<file path="config.mk">
export PLATFORM = sky130hd
export DESIGN_NAME = logic_gate_unit
export DESIGN_NICKNAME = d
export VERILOG_FILES = /design/src/rtl/logic_gate_unit.sv
export SDC_FILE = /design/constraint.sdc
export NUM_CORES = 1
export LEC_CHECK = 0
export CAP_MARGIN = 25
export CORE_UTILIZATION = 58
export CTS_CLUSTER_DIAMETER = 150
export DETAILED_ROUTE_END_ITERATION = 10
export PLACE_DENSITY = 0.9
export SETUP_SLACK_MARGIN = 0.2
export SLEW_MARGIN = 20
export SYNTH_ARGS = -nofsm -noshare
export SYNTH_HDL_FRONTEND = slang
export SYNTH_SLANG_ARGS = --single-unit
</file>
<file path="constraint.sdc">
create_clock -name clk -period 3.88 [get_ports clk]
set_input_delay 0.388 -clock clk [delete_from_list [all_inputs] [get_ports clk]]
set_output_delay 0.388 -clock clk [all_outputs]
set_load 0.01 [all_outputs]
</file>
<file path="src/rtl/logic_gate_unit.sv">
// WIDTH-bit bitwise logic unit (NAND/AND/NOR/OR/XOR/XNOR) with valid/ready input,
// DEPTH-entry result FIFO and saturating op counter. Optional macro: LGU_OP_ERR_EN.
module logic_gate_unit #(
   parameter int WIDTH = 8,
   parameter int DEPTH = 4,
   parameter int CNT_W = 8
) (
   input  logic             clk,
   input  logic             rst,
   input  logic             in_valid,
   output logic             in_ready,
   input  logic [WIDTH-1:0] in_a,
   input  logic [WIDTH-1:0] in_b,
   input  logic [2:0]       in_op,
   output logic             out_valid,
   input  logic             out_ready,
   output logic [WIDTH-1:0] out_y,
   output logic             out_zero,
   output logic [CNT_W-1:0] op_count,
   output logic             op_err
);

   localparam int IDX_W = $clog2(DEPTH);

   // Handshake: a beat transfers on any rising edge where valid and ready are both 1.
   logic [IDX_W:0]   wr_ptr;
   logic [IDX_W:0]   rd_ptr;
   logic [WIDTH-1:0] mem [DEPTH];
   logic [WIDTH-1:0] result;
   logic [WIDTH-1:0] head;
   logic             full;
   logic             empty;
   logic             accept;
   logic             push;
   logic             pop;

   always_comb begin
      result = ~(in_a & in_b);
      case (in_op)
         3'b000:  result = ~(in_a & in_b);
         3'b001:  result = in_a & in_b;
         3'b010:  result = ~(in_a | in_b);
         3'b011:  result = in_a | in_b;
         3'b100:  result = in_a ^ in_b;
         3'b101:  result = ~(in_a ^ in_b);
         default: result = ~(in_a & in_b);
      endcase
   end

   assign full     = (wr_ptr[IDX_W-1:0] == rd_ptr[IDX_W-1:0]) && (wr_ptr[IDX_W] != rd_ptr[IDX_W]);
   assign empty    = (wr_ptr == rd_ptr);
   // No pass-through: a same-cycle pop never opens in_ready on a full FIFO.
   assign in_ready = !full && !rst;
   assign accept   = in_valid && in_ready;
   assign head     = mem[rd_ptr[IDX_W-1:0]];

   assign out_valid = !empty && !rst;
   assign out_y     = out_valid ? head : '0;
   assign out_zero  = out_valid && (head == '0);
   assign pop       = out_valid && out_ready;

`ifdef LGU_OP_ERR_EN
   logic reserved;
   assign reserved = in_op[2] & in_op[1];
   // Reserved ops are still accepted (and counted) but leave no FIFO entry.
   assign push     = accept && !reserved;

   always_ff @(posedge clk) begin
      if (rst) begin
         op_err <= 1'b0;
      end else if (accept && reserved) begin
         op_err <= 1'b1;
      end
   end
`else
   assign push   = accept;
   assign op_err = 1'b0;
`endif

   always_ff @(posedge clk) begin
      if (push) begin
         mem[wr_ptr[IDX_W-1:0]] <= result;
      end
   end

   always_ff @(posedge clk) begin
      if (rst) begin
         wr_ptr <= '0;
         rd_ptr <= '0;
      end else begin
         if (push) begin
            wr_ptr <= wr_ptr + 1'b1;
         end
         if (pop) begin
            rd_ptr <= rd_ptr + 1'b1;
         end
      end
   end

   always_ff @(posedge clk) begin
      if (rst) begin
         op_count <= '0;
      end else if (accept && (op_count != {CNT_W{1'b1}})) begin
         op_count <= op_count + 1'b1;
      end
   end

endmodule
</file>
# Word-level counts from Yosys, hierarchy flattened
# Memories as Yosys holds them, arrays and structs flattened. A register that Yosys moved wholly into a read port is not among the register bits.
# Cells that the tools add are included.
# totals
register_bits	14
ram_bits	32
input_bits	23
wordCells	39
mem_count	1
# classes
addsub	3
eq_ne	9
mux	6
n_bitwise	6
reduce_logical	11
# mem_list
memory	depth	word_bits	read_ports	rd_ports_with_merged_regs	wr	line	text
mem	4	8	1	1	1	28	logic [WIDTH-1:0] mem [DEPTH];
# ops
op	n
one-hot mux 8 bit (5 select lines)	1
NOT 8 bit	3
adder 8 x 1 -> 8 bit (second input constant)	1
bitwise AND 8 bit	1
logical NOT 8 bit	1
2-to-1 mux 8 bit	1
!= test 8 bit (second input constant)	1
bitwise OR 8 bit	1
XOR 8 bit	1
logical AND 1 bit	7
adder 3 x 1 -> 3 bit (second input constant)	2
== test 3 x 2 -> 1 bit (second input constant)	2
== test 3 bit (second input constant)	2
2-to-1 mux 2 bit	2
== test 3 x 1 -> 1 bit (second input constant)	1
== test 3 bit	1
logical NOT 1 bit	3
== test 2 bit	1
2-to-1 mux 1 bit	2
!= test 1 bit	1

# Depth between registers and ports, before layout
# depth
depth_word	7
mapped_depth	6
depth_no_buf	6

# Least setup slack after synthesis
# Ideal clock, no wire load.
# synth_timing
path_type	reg2out
startpoint	register with a tool-made name
endpoint	output out_zero
t_arrival_ps	1510
t_required_ps	3492
setup_slack_ps	1982
path_stages_with_launch	5
n_path_buf	1
path_cell_list	dfxtp_1 > buf_2 > mux4_2 > nor4_1 > and3_1
# synth_rtl
item	line	text
end, declared	18	output logic out_zero,

==> flow_summary.ini <==
[timing]
fin_crit_ns = 2.98
timing_worst_slew_pin_value_ns = 0.783
maxClockFrequency_ghz = 0.335
setup-tns-final_ns = 0
grt_setup_unrepaired = false
fin_crit_sh_pct = 76.9
timing.slew.headroom_pct = 47.7
setup_viol = 0
clock_skew_ns = 0.00806
slew_violations = 0
final-hold-violation-count = 0

[drt]
routed-via-count = 1953
via_per_inst = 5.94
detailedRoute.firstIterationViolations = 161
drc_errors = 2
routed_wl_um = 5210
drt_pre_antenna_iters = 7
avgRoutedWirePerCell_um = 15.8
antenna_violating_nets_post_route = 0

[cts]
root_buffer = sky130_fd_sc_hd__clkbuf_8
tritoncts = built
cts_sinks = 48
cts.hold.buffers_added = 0
post_cts.repair.setup_buffers = 0
clk_pin_slew_ns = 0.08
cts-buffers-inserted = 5
post_cts.resized_instances = 0
cts_max_level = 2
max-clock-path-buffers = 2
clk-insertion-delay-late_ns = 0.30

[logic_synthesis]
syn_nets = 281
synthArstFlopShare_pct = 0
synth_seq_cells = 48
ys_top_cells_by_area = sky130_fd_sc_hd__edfxtp_1 (35%), sky130_fd_sc_hd__dfxtp_1 (12%), sky130_fd_sc_hd__ha_1 (10%), sky130_fd_sc_hd__mux4_2 (6.6%), sky130_fd_sc_hd__xnor2_1 (4.5%)
yosys.cell_count.top_type = sky130_fd_sc_hd__edfxtp_1
cell_type_with_the_highest_aggregate_area_in_the_netlist = sky130_fd_sc_hd__edfxtp_1
ys_seq_area_share_pct = 47.1
synth.avg_cell_area_um2 = 11.5
yosys_warnings = 0
netlist-cell-type-count = 44
synth_top_area_share_pct = 35.3
count_of_flip_flops_with_a_built_in_enable_after_synthesis = 32
synthesis.area_mm2 = 0.00272
synth_cells = 236
postSynth.topFlopCell = sky130_fd_sc_hd__edfxtp_1
post_synth_most_frequent_cells = sky130_fd_sc_hd__edfxtp_1 (32), sky130_fd_sc_hd__inv_1 (24), sky130_fd_sc_hd__ha_1 (22), sky130_fd_sc_hd__and2_1 (18), sky130_fd_sc_hd__dfxtp_1 (16)

[floorplanning]
design.portCount = 43
die_area_mm2 = 0.00497
floorplan.core_area_mm2 = 0.00444
die_h_um = 70.5
num_rows = 24
initial_utilization_pct = 61.2
die_width_um = 70.5

[grt]
gr-usage-all-layers_pct = 23.6
grt_antenna_before_repair = 0
pin_count_of_the_biggest_net_entering_global_routing = 19
grt_first_pass_wirelength_um = 8970
number_of_global_route_vias_before_repair = 1936
grt-ovfl-total = 0

[critical_path]
start_kind = flop
critical-path-slowest-cell = sky130_fd_sc_hd__dfxtp_1
critical_path_endpoint_category = output pin
worst_path_largest_cell_delay_ns = 0.65
largest_delay_contributor_family_on_the_critical_path = flip-flops
timing.critical_path.required_ns = 3.49
worstPathBufferInverterCount = 1
path_type_of_the_worst_setup_path = flop to output pin
cp_max_fo = 8
crit_path_cell_trace = mux4_2, nor4_1, and3_1, clkdlybuf4s50_1
critical_path_arrival_ns = 2.59

[placement]
port_buffers = 41
place_congestion = 0.763
place_hpwl_um = 3930

[finish]
num_antenna_cells = 0
areaGrowthSynthToFinish_pct = 19.7
fillCellCount = 319
num-nets-final = 321
post_route_cells_drive_above_1_share_pct = 7.22

[flow_run]
max_cap_viol_count = 0

[pwr]
overall_power_of_the_completed_layout_mw = 1.16
power-per-cell-area_mw_per_mm2 = 355
leakagePower_nw = 1.22
power.ir.vdd_worst_v = 0.000154

[run_status]
violations = DRC
status = finished with violations

[worst_hold_path]
min-delay-path-class = flop to flop
-- per-stage QoR --
stage	instances	utilization [%]	instance area, um^2	hold slack [ns]	setup slack [ns]
6_report	329	73.2	3250	0.512	0.897
5_1_grt	329	73.2	3250	0.551	0.704
4_1_cts	328	73.1	3250	0.512	0.846
3_5_place_dp	320	71.1	3160	0.498	1.17
3_3_place_gp	320	71.1	3160	0.488	1.26
2_1_floorplan	236	-	2720	0.475	1.98
-- state kept, by name, summed over array words and instances (netlist names), named ones only --
signal	cells
mem	32
wr_ptr	3
op_count	8
rd_ptr	3
-- cell type report --
cell class / instances / area (um^2) / share of cell area (%)
Tap cell: 52 / 65.1 / 2.00
Multi-Input combinational cell: 153 / 1300 / 39.9
Sequential cell: 48 / 1280 / 39.4
Inverter: 24 / 90.1 / 2.77
Timing Repair Buffer: 44 / 430 / 13.2
Clock buffer: 8 / 90.1 / 2.77
-- power by group --
| part | switching (mW) | total (mW) | internal (mW) |
|---|---|---|---|
| Sequential | 0.0266 | 0.602 | 0.575 |
| Clock | 0.150 | 0.295 | 0.145 |
| Combinational | 0.121 | 0.259 | 0.137 |
| Total | 0.298 | 1.16 | 0.858 |
-- worst register-to-register path, cell delays in order (launching register included) --
cell and delay [ns]:
sky130_fd_sc_hd__dfxtp_1 0.45, sky130_fd_sc_hd__xnor2_1 0.18, sky130_fd_sc_hd__a311oi_1 0.34, sky130_fd_sc_hd__buf_4 0.24, sky130_fd_sc_hd__and2_1 0.44
-- final timing paths --
check	start	endpoint	slack [ns]	cells after the start
max reg2reg	rd_ptr[0]$_SDFFE_PP0P_	mem[1][3]$_DFFE_PP_	1.86	4
min reg2reg	op_count[3]$_SDFFE_PP0P_	op_count[3]$_SDFFE_PP0P_	0.51	2
min	op_count[3]$_SDFFE_PP0P_	op_count[3]$_SDFFE_PP0P_	0.51	2
max	flop	out_zero	0.90	4
-- layout by cell type, fill, tap and decap left out, types with 2 or more instances in the layout --
cell type                         instances
sky130_fd_sc_hd__clkdlybuf4s50_1         41
sky130_fd_sc_hd__edfxtp_1                32
sky130_fd_sc_hd__inv_1                   24
sky130_fd_sc_hd__ha_1                    22
sky130_fd_sc_hd__and2_1                  18
sky130_fd_sc_hd__dfxtp_1                 16
sky130_fd_sc_hd__xnor2_1                 14
sky130_fd_sc_hd__nand2_1                 10
sky130_fd_sc_hd__nor2_1                   9
sky130_fd_sc_hd__mux4_2                   8
sky130_fd_sc_hd__a21oi_1                  6
sky130_fd_sc_hd__o221ai_1                 6
sky130_fd_sc_hd__clkbuf_8                 6
sky130_fd_sc_hd__nor3_1                   5
sky130_fd_sc_hd__a31oi_1                  5
sky130_fd_sc_hd__a2bb2oi_1                5
sky130_fd_sc_hd__a221oi_1                 5
sky130_fd_sc_hd__mux2i_1                  4
sky130_fd_sc_hd__o22ai_1                  3
sky130_fd_sc_hd__o211ai_1                 3
sky130_fd_sc_hd__nor4_1                   2
sky130_fd_sc_hd__and3_1                   2
sky130_fd_sc_hd__a31o_2                   2
sky130_fd_sc_hd__nand3_1                  2
sky130_fd_sc_hd__and4b_1                  2
sky130_fd_sc_hd__o311ai_0                 2
sky130_fd_sc_hd__o21ai_0                  2
sky130_fd_sc_hd__clkbuf_1                 2
sky130_fd_sc_hd__buf_4                    2
-- routing by layer --
| metal | share of wire [%] | up-vias | global-route usage [%] | wire, um |
|---|---|---|---|---|
| met5 | 0 | - | 0 | 0 |
| met4 | 2.2 | 0 | 9.98 | 114 |
| met3 | 3.9 | 13 | 3.46 | 204 |
| met2 | 50 | 62 | 39.4 | 2600 |
| met1 | 44 | 927 | 30.7 | 2290 |
| li1 | - | 951 | - | - |
-- cell families after synthesis --
| group | synth area share (%) |
|---|---|
| muxes | 8.51 |
| AOI/OAI and AO/OA | 12.1 |
| DFF | 47.1 |
| xor gates and xnor gates | 4.83 |
| and+or+nand+nor | 12.0 |
| other | 0.138 |
| adders and majority gates | 10.1 |
| buffers and inverters | 5.15 |
Power figures use the tool's default switching activity.
